==> src/rtl/bank_cmd_arbiter.sv <==
// bank_cmd_arbiter: round-robin DRAM command arbiter with tRRD spacing and read/write turnaround.
// Define BANK_CMD_ARBITER_TFAW_EN to add the four-activate (tFAW) window.
module bank_cmd_arbiter #(
  parameter int unsigned NBANKS = 8,
  parameter int unsigned ABITS  = 14,
  parameter int unsigned BABITS = 3,
  parameter int unsigned TRRD   = 2,
  parameter int unsigned TRTW   = 3,
  parameter int unsigned TWTR   = 5
`ifdef BANK_CMD_ARBITER_TFAW_EN
  ,
  parameter int unsigned TFAW   = 16
`endif
) (
  input  logic                    sys_clk,
  input  logic                    sys_rst,
  input  logic [NBANKS-1:0]       cmd_valid,
  output logic [NBANKS-1:0]       cmd_ready,
  input  logic [NBANKS*ABITS-1:0] cmd_payload_a,
  input  logic [NBANKS-1:0]       cmd_payload_cas,
  input  logic [NBANKS-1:0]       cmd_payload_ras,
  input  logic [NBANKS-1:0]       cmd_payload_we,
  input  logic [NBANKS-1:0]       cmd_payload_is_cmd,
  input  logic [NBANKS-1:0]       cmd_payload_is_read,
  input  logic [NBANKS-1:0]       cmd_payload_is_write,
  output logic                    dfi_cs_n,
  output logic                    dfi_ras_n,
  output logic                    dfi_cas_n,
  output logic                    dfi_we_n,
  output logic [ABITS-1:0]        dfi_address,
  output logic [BABITS-1:0]       dfi_bank,
  output logic                    dfi_rddata_en,
  output logic                    dfi_wrdata_en
);
  localparam int unsigned CW = 3;

  typedef enum logic [1:0] {ST_READ, ST_RTW, ST_WRITE, ST_WTR} dir_e;

  dir_e              state_q, state_d;
  logic [CW-1:0]     tcnt_q, tcnt_d;
  logic [CW-1:0]     trrd_q, trrd_d;
  logic [BABITS-1:0] last_q, last_d;
  logic              cs_n_q, cs_n_d, ras_n_q, ras_n_d, cas_n_q, cas_n_d, we_n_q, we_n_d;
  logic              rden_q, rden_d, wren_q, wren_d;
  logic [ABITS-1:0]  addr_q, addr_d;
  logic [BABITS-1:0] bank_q, bank_d;

  logic [NBANKS-1:0] is_act, elig;
  logic              act_ok, faw_ok, gnt_vld, g_act;
  logic              rd_pend, wr_pend, rd_valid, wr_valid;
  logic [BABITS-1:0] gnt_idx, idx;

`ifdef BANK_CMD_ARBITER_TFAW_EN
  // History covers the previous TFAW-1 cycles; an ACT TFAW cycles ago no longer counts.
  localparam int unsigned FAW_D = TFAW - 1;
  localparam int unsigned FCW   = $clog2(TFAW) + 1;
  logic [FAW_D-1:0] faw_q, faw_d;
  logic [FCW-1:0]   faw_cnt;

  always_comb begin
    faw_cnt = '0;
    for (int i = 0; i < int'(FAW_D); i++) faw_cnt = faw_cnt + FCW'(faw_q[i]);
    faw_ok = (faw_cnt < FCW'(4));
    faw_d  = {faw_q[FAW_D-2:0], g_act};
  end
`else
  assign faw_ok = 1'b1;
`endif

  // Eligibility and round-robin grant starting after the last granted bank
  always_comb begin
    is_act  = cmd_payload_is_cmd & cmd_payload_ras & ~cmd_payload_cas & ~cmd_payload_we;
    act_ok  = (trrd_q == '0) & faw_ok;
    elig    = cmd_valid
            & ~(is_act & {NBANKS{~act_ok}})
            & ~(cmd_payload_is_read  & {NBANKS{state_q != ST_READ}})
            & ~(cmd_payload_is_write & {NBANKS{state_q != ST_WRITE}});
    gnt_vld = 1'b0;
    gnt_idx = last_q;
    idx     = '0;
    for (int k = 1; k <= int'(NBANKS); k++) begin
      idx = last_q + BABITS'(k);
      if (!gnt_vld && elig[idx]) begin
        gnt_vld = 1'b1;
        gnt_idx = idx;
      end
    end
    gnt_vld   = gnt_vld & ~sys_rst;
    cmd_ready = '0;
    if (gnt_vld) cmd_ready[gnt_idx] = 1'b1;
  end

  always_comb begin
    state_d  = state_q;
    tcnt_d   = tcnt_q;
    trrd_d   = trrd_q;
    last_d   = last_q;
    g_act    = gnt_vld & is_act[gnt_idx];
    rd_pend  = |(elig & cmd_payload_is_read);
    wr_pend  = |(elig & cmd_payload_is_write);
    rd_valid = |(cmd_valid & cmd_payload_is_read);
    wr_valid = |(cmd_valid & cmd_payload_is_write);

    if (gnt_vld) last_d = gnt_idx;
    if (g_act) trrd_d = CW'(TRRD - 1);
    else if (trrd_q != '0) trrd_d = trrd_q - CW'(1);

    // Direction changes run to completion once started
    case (state_q)
      ST_READ: if (!rd_pend && wr_valid) begin
        state_d = ST_RTW;
        tcnt_d  = CW'(TRTW - 1);
      end
      ST_RTW: if (tcnt_q == '0) state_d = ST_WRITE;
              else tcnt_d = tcnt_q - CW'(1);
      ST_WRITE: if (!wr_pend && rd_valid) begin
        state_d = ST_WTR;
        tcnt_d  = CW'(TWTR - 1);
      end
      ST_WTR: if (tcnt_q == '0) state_d = ST_READ;
              else tcnt_d = tcnt_q - CW'(1);
      default: state_d = ST_READ;
    endcase

    cs_n_d  = 1'b1;
    ras_n_d = 1'b1;
    cas_n_d = 1'b1;
    we_n_d  = 1'b1;
    addr_d  = '0;
    bank_d  = '0;
    rden_d  = 1'b0;
    wren_d  = 1'b0;
    if (gnt_vld) begin
      cs_n_d  = 1'b0;
      ras_n_d = ~cmd_payload_ras[gnt_idx];
      cas_n_d = ~cmd_payload_cas[gnt_idx];
      we_n_d  = ~cmd_payload_we[gnt_idx];
      addr_d  = cmd_payload_a[gnt_idx*ABITS +: ABITS];
      bank_d  = gnt_idx;
      rden_d  = cmd_payload_is_read[gnt_idx];
      wren_d  = cmd_payload_is_write[gnt_idx];
    end
  end

  always_ff @(posedge sys_clk or posedge sys_rst) begin
    if (sys_rst) begin
      state_q <= ST_READ;
      tcnt_q  <= '0;
      trrd_q  <= '0;
      last_q  <= BABITS'(NBANKS - 1);
      cs_n_q  <= 1'b1;
      ras_n_q <= 1'b1;
      cas_n_q <= 1'b1;
      we_n_q  <= 1'b1;
      addr_q  <= '0;
      bank_q  <= '0;
      rden_q  <= 1'b0;
      wren_q  <= 1'b0;
`ifdef BANK_CMD_ARBITER_TFAW_EN
      faw_q   <= '0;
`endif
    end else begin
      state_q <= state_d;
      tcnt_q  <= tcnt_d;
      trrd_q  <= trrd_d;
      last_q  <= last_d;
      cs_n_q  <= cs_n_d;
      ras_n_q <= ras_n_d;
      cas_n_q <= cas_n_d;
      we_n_q  <= we_n_d;
      addr_q  <= addr_d;
      bank_q  <= bank_d;
      rden_q  <= rden_d;
      wren_q  <= wren_d;
`ifdef BANK_CMD_ARBITER_TFAW_EN
      faw_q   <= faw_d;
`endif
    end
  end

  assign dfi_cs_n      = cs_n_q;
  assign dfi_ras_n     = ras_n_q;
  assign dfi_cas_n     = cas_n_q;
  assign dfi_we_n      = we_n_q;
  assign dfi_address   = addr_q;
  assign dfi_bank      = bank_q;
  assign dfi_rddata_en = rden_q;
  assign dfi_wrdata_en = wren_q;

endmodule

==> config.mk <==
export PLATFORM = sky130hd
export DESIGN_NAME = bank_cmd_arbiter
export DESIGN_NICKNAME = d
export VERILOG_FILES = /design/src/rtl/bank_cmd_arbiter.sv
export SDC_FILE = /design/constraint.sdc
export NUM_CORES = 1
export LEC_CHECK = 0
export BUFFER_PORTS_ARGS = -buffer_cell sky130_fd_sc_hd__buf_2
export CAP_MARGIN = 25
export CORE_ASPECT_RATIO = 1.4
export CORE_MARGIN = 3
export CORE_UTILIZATION = 45
export DETAILED_ROUTE_END_ITERATION = 8
export PLACE_DENSITY = 0.78
export SETUP_SLACK_MARGIN = 0.1
export SLEW_MARGIN = 20
export SYNTH_ARGS = -nofsm -noshare
export SYNTH_HDL_FRONTEND = slang
export SYNTH_SLANG_ARGS = --single-unit
==> constraint.sdc <==
create_clock -name sys_clk -period 6.5 [get_ports sys_clk]
set_clock_uncertainty 0.2 [all_clocks]
set_input_delay 0.975 -clock sys_clk [delete_from_list [all_inputs] [get_ports sys_clk]]
set_output_delay 0.975 -clock sys_clk [all_outputs]
set_load 0.01 [all_outputs]
Yosys cells after proc, flatten, opt, wreduce, memory -nomap -nowiden
Cells that the tools add are included.
{"block": "totals", "regBits": 34, "in_bits": 170, "wordCells": 165}
{"block": "op_classes", "addsub": 9, "multipliers": 1, "magnitude_cmp": 10, "eq_ne": 9, "n_shift": 1, "muxes": 66, "n_bitwise": 25, "n_reduce_logical": 32}
{"cell": "$shiftx 112x8->14", "n": 1}
{"cell": "$and 8x8->8", "n": 13}
{"cell": "$bmux 1 s3", "n": 14}
{"cell": "$mux 3", "n": 14}
{"cell": "$not 8->8", "n": 5}
{"cell": "$lt 3x4->1 const B", "n": 9}
{"cell": "$reduce_or 8->1", "n": 4}
{"cell": "$mux 1", "n": 29}
{"cell": "$mux 14", "n": 1}
{"cell": "$add 3x3->3 const B", "n": 4}
{"cell": "$ne 2x2->1 const B", "n": 6}
{"cell": "$logic_and 1x1->1", "n": 10}
{"cell": "$logic_not 1->1", "n": 9}
{"cell": "$pmux 3 s3", "n": 1}
{"cell": "$mux 2", "n": 4}
{"cell": "$mux 8", "n": 1}
{"cell": "$pmux 2 s4", "n": 1}
{"cell": "$add 3x2->3 const B", "n": 2}
{"cell": "$logic_not 3->1", "n": 2}
{"cell": "$mul 3x3->6 const B", "n": 1}
{"cell": "$sub 3x1->3 const B", "n": 2}
{"cell": "$not 1->1", "n": 5}
{"cell": "$eq 2x2->1 const B", "n": 2}
{"cell": "$reduce_and 4->1", "n": 1}
{"cell": "other kinds (10)", "n": 12}

Depth between registers and ports, before layout
Gate-level depths: netlist of the first run.
{"block": "depth", "ltp_word": 37, "depth_mapped": 18, "mapped_depth_nobuf": 14}

Worst setup path after synthesis of the first run
Ideal clock, no wire load.
{"block": "synth_timing", "path_type": "input-to-output", "startpoint": "input cmd_payload_is_cmd[5]", "endpoint": "output cmd_ready[4]", "arrival_time_ns": 3.892, "t_required_ns": 5.325, "path_slack_ns": 1.433, "path_stages": 11, "path_buffers": 1, "path_cell_list": "nor4bb_1 a2111o_1 mux2_2 mux4_2 o311a_1 o22ai_1 o22ai_4 nor3_4 buf_4 inv_1 nor2_1"}
{"block": "synth_via", "elab_chain_len": 37}
{"item": "start: declaration", "line_no": "23", "source": "input logic [NBANKS-1:0] cmd_payload_is_cmd,"}
{"item": "$and 8x8->8 * (3 in a row)", "line_no": "72", "source": "is_act = cmd_payload_is_cmd & cmd_payload_ras & ~cmd_payload_cas & ~cmd_payload_we;"}
{"item": "$and 8x8->8 *", "line_no": "75", "source": "& ~(is_act & {NBANKS{~act_ok}})"}
{"item": "$not 8->8 *", "line_no": "75"}
{"item": "$and 8x8->8 *", "line_no": "75"}
{"item": "$and 8x8->8 *", "line_no": "76", "source": "& ~(cmd_payload_is_read & {NBANKS{state_q != ST_READ}})"}
{"item": "$and 8x8->8 *", "line_no": "77", "source": "& ~(cmd_payload_is_write & {NBANKS{state_q != ST_WRITE}});"}
{"item": "$bmux 1 s3", "line_no": "83", "source": "if (!gnt_vld && elig[idx]) begin"}
{"item": "$mux 1 (not written as such)", "line_no": "83"}
{"item": "(+19 left out)"}
{"item": "$logic_not 1->1", "line_no": "83"}
{"item": "$logic_and 1x1->1", "line_no": "83"}
{"item": "$mux 3", "line_no": "83"}
{"item": "$lt 3x4->1 (not written as such) / $ge 3x1->1 (equally long branches)", "line_no": "90", "source": "if (gnt_vld) cmd_ready[gnt_idx] = 1'b1;"}
{"item": "$logic_and 1x1->1 (not written as such)", "line_no": "90"}
{"item": "$mux 1 (not written as such)", "line_no": "90"}
{"item": "$demux 1 s3", "line_no": "90"}
{"item": "$mux 8 *", "line_no": "90"}
{"item": "end: declaration", "line_no": "18", "source": "output logic [NBANKS-1:0] cmd_ready,"}
Every way passes the cells marked *; elsewhere a longest branch is shown, timed or not. The select of a mux whose other input is x is not followed.

Worst setup path in the final report of the first run
{"block": "layout_timing", "startpoint": "register trrd_q[0]", "endpoint": "output cmd_ready[5]"}
{"block": "layout_via", "elab_chain_len": 36}
{"item": "start: declaration", "line_no": "41", "source": "logic [CW-1:0] trrd_q, trrd_d;"}
{"item": "start signal: assignment", "line_no": "165", "source": "trrd_q <= trrd_d;"}
{"item": "$logic_not 3->1 *", "line_no": "73", "source": "act_ok = (trrd_q == '0) & faw_ok;"}
{"item": "$not 1->1 *", "line_no": "75"}
{"item": "$and 8x8->8 *", "line_no": "75"}
{"item": "$not 8->8 *", "line_no": "75"}
{"item": "$and 8x8->8 *", "line_no": "75"}
{"item": "$and 8x8->8 *", "line_no": "76"}
{"item": "$and 8x8->8 *", "line_no": "77"}
{"item": "$bmux 1 s3", "line_no": "83"}
{"item": "(+20 left out)"}
{"item": "$logic_not 1->1", "line_no": "83"}
{"item": "$logic_and 1x1->1", "line_no": "83"}
{"item": "$mux 3", "line_no": "83"}
{"item": "$lt 3x4->1 (not written as such) / $ge 3x1->1 (equally long branches)", "line_no": "90"}
{"item": "$logic_and 1x1->1 (not written as such)", "line_no": "90"}
{"item": "$mux 1 (not written as such)", "line_no": "90"}
{"item": "$demux 1 s3", "line_no": "90"}
{"item": "$mux 8 *", "line_no": "90"}
Marked as above.

==> impl_summary.md, run 1 <==
Logic synthesis
In this run, synthesis inferred 0 flip-flops with an integrated enable. The mapped netlist covers 4340 sq um. The number of nets in the synthesized netlist is 733. The proportion of synthesized flip-flops having asynchronous set or reset is 100%. The count of mapped cells out of synthesis is 552. Yosys mapped the design onto 63 distinct sky130hd cell types. For this run, the number of Yosys warnings is 0.

In the synthesized netlist the dominant register cell turns out to be sky130_fd_sc_hd__dfrtp_1. Of the synthesized area, sequential elements account for 19.8%. The mean instance size in the synthesized netlist is 7.85 sq um. The flip-flop and latch count after synthesis is 34.

Floorplan
In this run the count of I/O pins placed on the die edge is 201. The full die area is 10900 sq um. In this run the vertical extent of the chip is 122 um. The width of the die is 89.0 um. The region available for standard cell placement spans 9180 sq um. For this configuration, the core starts out at a cell density of 47.2%.

The floorplan row count is 41.

Finish
Cells with a size suffix above 1 make up 35.6% of the layout. The net count of the finished layout is 908. The number of antenna diodes in the final layout is 0.

After the flow finishes, the layout carries non-filler instances totaling 835. The number of fillers in the final layout is 858. The design area is 5560 sq um. From synthesis to final layout, the design area changed by 28.1%.

Timing
The worst slew margin relative to its limit is 42.0%. The final hold violation count is 0. Based on the critical path, the design can be clocked at up to 172 MHz. The final critical path takes up 89.6% of the cycle. The total negative slack is 0 ns. The count of final setup violators is 0. The total count of max-transition violations in the final report is 0. The slew at the pin closest to its max-slew limit is 0.869 ns. Setup repair after global routing left no endpoint under its margin.

The worst path needs 5.82 ns of the cycle, external delays included.

Worst setup path
The worst setup path is of the flip-flop to output pin kind. The peak fanout along the critical path is 18. STA classifies the critical path startpoint as a flip-flop. The worst endpoint data arrival time is 4.65 ns. The critical path data required time is 5.32 ns.

STA classifies the critical path endpoint as an output pin.

GRT
The initial antenna violation count is 0. The final global-route overflow total is 0. Global routing used 31.7% of the available tracks. Entering global routing, the biggest net connects 66 pins. The first global-routing pass estimated 26600 um of wire. The via count of the first global-routing pass is 5292.

Clock network
The H-tree generated during clock tree synthesis spans 2 levels. The clock transition time at the flip-flop clock pins of the worst setup and hold paths is 0.05 ns. The number of gates resized after CTS was 0. For this design, the CTS-stage hold fixing added 0 buffers.

At the later pin of the worst-skew pair, clock insertion delay measures 0.28 ns. The clock tree from TritonCTS is yes. The total CTS buffers is 5. In this run the clock root is driven by a sky130_fd_sc_hd__clkbuf_16. The maximum root-to-sink buffer count is 2. Post-CTS timing repair inserted 0 buffers for setup. CTS saw 34 sinks.

Route
The number of search-and-repair iterations in the first detailed-routing pass is 7. After the first detailed-routing iteration, the DRC count stood at 510. The number of nets still failing antenna checks after routing is 0. The final layout contains routed wiring with a total length of 17700 um. The total via count after detailed routing is 5611. In the final routed layout, each cell accounts on average for 21.1 um. The residual DRC count is 0. Dividing the detail-routed via count by the number of cells gives 6.72.

Hold path
The kind of path behind the tightest hold check is flip-flop to flip-flop.

Run status
The flow ran to the end, and the final reports show no timing, DRC or antenna violations.

Placement
The routability-driven placement congestion ratio is 0.967. Buffers placed on the I/O ports in this run total 200. The HPWL reported at the end of detailed placement is 13800 um. Once placement finished, the instance area stood at 5410 sq um. Including well taps, the total number of placed cells is 827.

Run
The tool flagged a number of max-cap violations equal to 0.
## flip-flops by register name (all words and copies together), names as in the netlist, 2 cells and up
signal	flops
dfi_bank	3
trrd_q	3
state_q	2
tcnt_q	3
last_q	3
dfi_address	14
## path summary, 6_finish.rpt
kind / start / end / slack, ns / cells after the start
hold reg to reg: tcnt_q[0] / tcnt_q[0] / 0.31 / 1
setup / recovery: trrd_q[0] / cmd_ready[5] / 0.68 / 15
min in group asynchronous: sys_rst / dfi_bank[0] / 0.59 / 2
hold / removal: tcnt_q[0] / tcnt_q[0] / 0.31 / 1
max in group asynchronous: sys_rst / state_q[1] / 4.83 / 3
setup reg to reg: trrd_q[0] / trrd_q[1] / 1.24 / 13
## cell usage after synthesis, types with 2 or more instances
cell | count | area share, %
sky130_fd_sc_hd__dfstp_2 | 7 | 4.2
sky130_fd_sc_hd__a22o_1 | 3 | 0.61
sky130_fd_sc_hd__o211ai_1 | 6 | 1.0
sky130_fd_sc_hd__and4_1 | 17 | 3.4
sky130_fd_sc_hd__nor4_1 | 5 | 0.72
sky130_fd_sc_hd__clkbuf_1 | 32 | 2.8
sky130_fd_sc_hd__inv_1 | 29 | 2.5
sky130_fd_sc_hd__o22a_1 | 2 | 0.40
sky130_fd_sc_hd__clkinv_1 | 2 | 0.17
sky130_fd_sc_hd__buf_4 | 4 | 0.69
sky130_fd_sc_hd__and3_1 | 21 | 3.0
sky130_fd_sc_hd__o221ai_1 | 10 | 2.0
sky130_fd_sc_hd__a32oi_1 | 4 | 0.81
sky130_fd_sc_hd__mux2i_1 | 9 | 2.1
sky130_fd_sc_hd__a221oi_1 | 5 | 1.0
sky130_fd_sc_hd__nand4_1 | 6 | 0.87
sky130_fd_sc_hd__nand2b_1 | 17 | 2.5
sky130_fd_sc_hd__o21ai_0 | 59 | 6.8
sky130_fd_sc_hd__mux4_2 | 11 | 5.7
sky130_fd_sc_hd__a31oi_1 | 20 | 2.9
sky130_fd_sc_hd__o2111ai_1 | 8 | 1.6
sky130_fd_sc_hd__nor3_2 | 3 | 0.69
sky130_fd_sc_hd__buf_2 | 10 | 1.2
sky130_fd_sc_hd__a211oi_1 | 2 | 0.35
sky130_fd_sc_hd__a21o_1 | 4 | 0.69
sky130_fd_sc_hd__nor2b_1 | 3 | 0.43
sky130_fd_sc_hd__xnor2_1 | 3 | 0.61
sky130_fd_sc_hd__nand3_1 | 89 | 10
sky130_fd_sc_hd__a21oi_1 | 10 | 1.2
sky130_fd_sc_hd__mux2_2 | 6 | 1.6
sky130_fd_sc_hd__nand4bb_1 | 7 | 1.8
sky130_fd_sc_hd__ha_1 | 11 | 3.2
sky130_fd_sc_hd__o211a_1 | 2 | 0.46
sky130_fd_sc_hd__o22ai_1 | 9 | 1.3
sky130_fd_sc_hd__nor3_1 | 3 | 0.35
sky130_fd_sc_hd__nor4bb_1 | 2 | 0.46
sky130_fd_sc_hd__a22oi_1 | 7 | 1.2
sky130_fd_sc_hd__a211o_1 | 20 | 4.0
sky130_fd_sc_hd__dfrtp_1 | 27 | 16
sky130_fd_sc_hd__nand2_1 | 10 | 0.87
sky130_fd_sc_hd__nor2_1 | 25 | 2.2
## cell type report
class	count	area, sq um	share of cell area (%)
multi-input cells	440	3190	57.3
repair buffers	215	1110	20.0
flip-flops and latches	34	860	15.5
clock buffers	8	146	2.64
well taps	107	134	2.41
inverters	31	116	2.09
## worst max-delay path, cell delays in order, from the launching register on
cell and delay, ns:
sky130_fd_sc_hd__dfrtp_1 0.38, sky130_fd_sc_hd__inv_1 0.07, sky130_fd_sc_hd__ha_1 0.14, sky130_fd_sc_hd__ha_1 0.62, sky130_fd_sc_hd__inv_1 0.09, sky130_fd_sc_hd__a2111o_1 0.53, sky130_fd_sc_hd__mux2_2 0.36, sky130_fd_sc_hd__mux4_2 0.55
sky130_fd_sc_hd__nor4bb_1 0.19, sky130_fd_sc_hd__nor3b_1 0.44, sky130_fd_sc_hd__o22ai_4 0.25, sky130_fd_sc_hd__nor3_4 0.15, sky130_fd_sc_hd__buf_4 0.27, sky130_fd_sc_hd__inv_1 0.09, sky130_fd_sc_hd__nor2_1 0.10, sky130_fd_sc_hd__buf_2 0.14
## cells in the final DEF (no fill, tap or decap), types with 5 or more instances in the layout
master / count
sky130_fd_sc_hd__nand4_1: 6
sky130_fd_sc_hd__o21ai_0: 59
sky130_fd_sc_hd__dfrtp_1: 27
sky130_fd_sc_hd__o2111ai_1: 8
sky130_fd_sc_hd__nand2_1: 10
sky130_fd_sc_hd__ha_1: 11
sky130_fd_sc_hd__and3_1: 21
sky130_fd_sc_hd__mux4_2: 11
sky130_fd_sc_hd__a31oi_1: 20
sky130_fd_sc_hd__mux2_2: 6
sky130_fd_sc_hd__o211ai_1: 6
sky130_fd_sc_hd__a22oi_1: 7
sky130_fd_sc_hd__nand3_1: 88
sky130_fd_sc_hd__nand2b_1: 17
sky130_fd_sc_hd__inv_1: 29
sky130_fd_sc_hd__nand4bb_1: 7
sky130_fd_sc_hd__o22ai_1: 9
sky130_fd_sc_hd__a221oi_1: 5
sky130_fd_sc_hd__a21oi_1: 9
sky130_fd_sc_hd__nor2_1: 25
sky130_fd_sc_hd__o221ai_1: 10
sky130_fd_sc_hd__a211o_1: 20
sky130_fd_sc_hd__nor4_1: 5
sky130_fd_sc_hd__mux2i_1: 9
sky130_fd_sc_hd__and4_1: 17
sky130_fd_sc_hd__buf_2: 200
sky130_fd_sc_hd__dfstp_2: 7
sky130_fd_sc_hd__buf_4: 15
sky130_fd_sc_hd__clkbuf_16: 5
## metrics by stage
step / util, % / setup WS (ns) / hold slack (ns)
floorplan: - / 1.43 / 0.250
global placement: 58.9 / 1.01 / 0.267
detailed placement: 58.9 / 0.837 / 0.288
CTS: 60.5 / 0.721 / 0.302
global route: 60.5 / 0.385 / 0.323
finish: 60.5 / 0.678 / 0.307
## logic make-up after synthesis
| group | Yosys count | share of synthesized area, % |
|---|---|---|
| adders and majority gates | 11 | 3.17 |
| AOI/OAI and AO/OA | 184 | 30.1 |
| and+or+nand+nor | 215 | 29.4 |
| buffers and inverters | 78 | 7.39 |
| xor gates and xnor gates | 4 | 0.808 |
| muxes | 26 | 9.35 |
| DFF | 34 | 19.8 |
## routing by layer
metal | vias up | part of all wire (%) | global-route usage, %
met4 | 0 | 6.4 | 20.1
met2 | 428 | 49 | 53.4
met1 | 2571 | 34 | 36.3
met5 | - | 0 | 0
li1 | 2523 | - | -
met3 | 89 | 10 | 5.28
Power of run 1 is left out: the tool's default activity adds up to more than one toggle a clock period on the data nets, which glitch-free logic cannot reach.
==> inputs of run 2 (changes only) <==
--- a/config.mk
+++ b/config.mk
@@ -5,6 +5,7 @@
 export SDC_FILE = /design/constraint.sdc
 export NUM_CORES = 1
 export LEC_CHECK = 0
+export ABC_AREA = 1
 export BUFFER_PORTS_ARGS = -buffer_cell sky130_fd_sc_hd__buf_2
 export CAP_MARGIN = 25
 export CORE_ASPECT_RATIO = 1.4
@@ -13,7 +14,6 @@
 export DETAILED_ROUTE_END_ITERATION = 8
 export PLACE_DENSITY = 0.78
 export SETUP_SLACK_MARGIN = 0.1
-export SLEW_MARGIN = 20
 export SYNTH_ARGS = -nofsm -noshare
 export SYNTH_HDL_FRONTEND = slang
 export SYNTH_SLANG_ARGS = --single-unit
==> run 2 against run 1 <==
Via count fell by 2.0%. Routed wire length fell by 11%. Sequential cell count did not move. Design area decreased by 4.2%. Critical path depth increased by 1. Hold slack got worse by 0.023 ns. Synthesized cell count increased by 32%. Highest routed layer unchanged. Clock-buffer cell count fell by 2. Core utilization down 1.9 points. Critical endpoint is now cmd_ready[2]. Sequential share of layout area grew 0.67 points. Die area shrank 2.4%.
==> impl_summary.md, run 2 <==
Placement
The placement-stage cell area is 5180 sq um. The quantity of I/O buffers inserted on ports is 200. The routability-driven placement congestion ratio is 0.966. Summed over all nets, the half-perimeter wirelength after detailed placement is 12500 um. The count of placed standard cells including taps is 1013.

Timing
The count of final setup violators is 0. At the pin with the least slew margin, the transition time is 0.753 ns. Setup repair after global routing left no endpoint under its margin.

The post-route minimum period is 5.19 ns. The worst slew margin relative to its limit is 49.8%. The final hold violation count is 0. The total count of max-transition violations in the final report is 0.

In the final timing run, aggregate negative setup slack is 0 ns. The achievable clock frequency is 193 MHz. After layout, the worst path uses 79.8% of the clock period.

Floorplan
The floorplan has 41 rows. The initial standard-cell utilization of the core is 46.5%. The floorplan step defined a die boundary enclosing 10600 sq um. The die is 121 um tall. From left edge to right edge, the die measures 87.9 um. The core area is 9080 sq um.

The count of boundary I/O pins is 201.

Logic synthesis
The number of warnings issued by yosys is 0. The simple-gate portion of the synthesized area is 51.1%. Synthesis produced a netlist whose cell count is 731. Sorting the synthesized cells by area gives the leading types as sky130_fd_sc_hd__dfrtp_1 16%, sky130_fd_sc_hd__nand2_1 16%, sky130_fd_sc_hd__nor2_1 16%, sky130_fd_sc_hd__nand3_1 9.0%, sky130_fd_sc_hd__o21ai_1 7.1%. The main flop type after synthesis is sky130_fd_sc_hd__dfrtp_1. Summing the areas of all xor and xnor instances in the mapped netlist gives 0.622% of the synthesized area. The synthesized netlist occupies a cell area of 4220 sq um. Synthesis inferred 34 register bits. The count of flip-flops with a built-in enable after synthesis is 0. Counting every net in the synthesized netlist gives 912. The top-area cell type share of the netlist area is 16.0%.

Of all flip-flops after synthesis, the portion carrying an async set or reset was 100%. A synthesized cell averages 5.78 sq um. The leading area contributor after synthesis is sky130_fd_sc_hd__dfrtp_1.

The adder-cell share of the synthesized area is 3.26%. The count of unique library cells instantiated by Yosys is 44. In the synthesized netlist, the cells that appear most often are 177 x sky130_fd_sc_hd__nand2_1, 177 x sky130_fd_sc_hd__nor2_1, 76 x sky130_fd_sc_hd__nand3_1. The multiplexer share of the synthesized area is 0%.

After synthesis, the largest family of logic cells by area is simple AND/OR/NAND/NOR gates. The sequential-to-total area share from yosys stat is 20.4%. The synthesized netlist devotes 14.1% of its cell area to compound gates.

Clock network
Buffers inserted to repair hold after CTS numbered 0. The CTS root buffer is sky130_fd_sc_hd__clkbuf_16. Counting every sink on the clock net gives 34. The count of buffers added by post-CTS timing repair for setup is 0. After clock tree synthesis, the clock-pin slew on the worst setup and hold paths is 0.06 ns. In this run, CTS created clock tree buffers numbering 5. The number of H-tree levels is 2. TritonCTS built the clock tree.

The maximum root-to-sink buffer count is 2. Once the clock tree was built, the resizer swapped 0 gates to a different size. At the later pin of the worst-skew pair, clock insertion delay measures 0.29 ns.

Worst setup path
The worst setup path is captured at an output pin. The critical path starts at last_q[0]. The destination of the worst register-to-register timing path is trrd_q[2]. The type of element launching the critical path is a flip-flop. The startpoint identified for the worst register-to-register timing path is last_q[0].

Data on the critical path arrives at its endpoint at 4.01 ns. The peak fanout along the critical path is 18. In this run the register-to-register setup slack is 2.18 ns. The critical path in this run is classified as flip-flop to output pin. The cell count of the worst reg-to-reg path is 18.

The most critical setup path has its endpoint at cmd_ready[2]. For the worst setup path, the data required time is 5.32 ns.

GRT
After global routing the overflow that remains totals 0. The first-pass GRT wire length is 24800 um. The via count of the first global-routing pass was 5257. The largest net degree at the start of global routing is 73. The initial antenna violation count is 0.

Across every metal layer, demand over resource in global routing totals 29.6%.

Route
The residual DRC count is 0. Using the TritonRoute via totals, the vias-per-cell ratio works out to 5.38. The total via count after detailed routing is 5497. The routed wirelength normalized by instance count is 15.4 um. The pre-antenna-repair detailed-routing pass consisted of 7 iterations.

The number of DRC markers in iteration 0 is 493. The number of nets still failing antenna checks after routing is 0. The routed design has 15700 um of wire.

Finish
Compared with the post-synthesis result, the final layout area differs by 26.1%. The design area is 5320 sq um. Cells with a size suffix above 1 make up 28.9% of the layout. The number of flip-flops in the largest register is 14. The final layout contains 1094 nets. The sequential standard cell area is 860 sq um. The number of antenna diodes is 0. The number of fillers in the final layout is 973. In the layout the commonest cells are 200 x sky130_fd_sc_hd__buf_2, 177 x sky130_fd_sc_hd__nor2_1, 177 x sky130_fd_sc_hd__nand2_1. The finished layout holds 1021 standard cells, fillers aside. The commonest non-fill, non-tap cell in the layout is sky130_fd_sc_hd__buf_2. Summing all multi-input logic gate instances after layout gives 2920 sq um.

Hold path
The path class of the tightest hold or removal check is flip-flop to flip-flop.

Run status
The run finished with clean final reports.

Run
The tool flagged a number of max-cap violations equal to 0.
## run 2: kinds of logic after synthesis
logic type | after synthesis
and+or+nand+nor | 486
xor gates and xnor gates | 3
DFF | 34
AOI/OAI and AO/OA | 106
adders and majority gates | 11
buffers and inverters | 91
## run 2: cell type report
class                           instances  share of cell area [%]
Clock inverter                          2                   0.259
Inverter                               61                    4.35
Multi-Input combinational cell        606                    54.8
Sequential cell                        34                    16.1
Tap cell                              107                    2.51
Clock buffer                            6                    2.42
Timing Repair Buffer                  205                    19.5
## run 2: stage by stage
step	util, %	hold WS (ns)	setup WS [ns]
4_1_cts	58.6	0.290	1.35
3_5_place_dp	57.1	0.275	1.58
2_1_floorplan	-	0.252	2.36
6_report	58.6	0.284	1.31
5_1_grt	58.6	0.300	0.964
3_3_place_gp	57.1	0.272	1.65
## run 2: per-layer routing
metal,track usage [%],vias to the layer above,share of wire (%)
met5,0,-,0
met4,13.1,0,3.8
met3,3.75,45,6.7
met2,53.0,256,53
met1,34.4,2469,37
li1,-,2727,-
## run 2: how the worst min path moves through the flow
| stage | startpoint | end | cells after the start |
|---|---|---|---|
| 5_1_grt | tcnt_q[2] | tcnt_q[2] | 2 |
| 3_5_place_dp | tcnt_q[2] | tcnt_q[2] | 2 |
| 4_1_cts | tcnt_q[2] | tcnt_q[2] | 2 |
| 3_3_place_gp | tcnt_q[2] | tcnt_q[2] | 2 |
| 6_report | tcnt_q[2] | tcnt_q[2] | 2 |
| 2_1_floorplan | tcnt_q[2] | tcnt_q[2] | 2 |
## run 2: worst max-delay path, cell delays in order (launching register included)
cell and delay (ns):
sky130_fd_sc_hd__dfstp_2 0.69, sky130_fd_sc_hd__inv_1 0.23, sky130_fd_sc_hd__ha_1 0.45, sky130_fd_sc_hd__inv_1 0.22, sky130_fd_sc_hd__nand3_1 0.15, sky130_fd_sc_hd__nand2_2 0.14
sky130_fd_sc_hd__nand2_2 0.07, sky130_fd_sc_hd__nand2_4 0.10, sky130_fd_sc_hd__nand3_4 0.11, sky130_fd_sc_hd__nor2_4 0.11, sky130_fd_sc_hd__nand4_4 0.15, sky130_fd_sc_hd__nand3_1 0.16
sky130_fd_sc_hd__nand2_2 0.28, sky130_fd_sc_hd__nor2_4 0.46, sky130_fd_sc_hd__inv_1 0.14, sky130_fd_sc_hd__nor2_1 0.12, sky130_fd_sc_hd__buf_2 0.14
Power of run 2 is left out for the same reason.
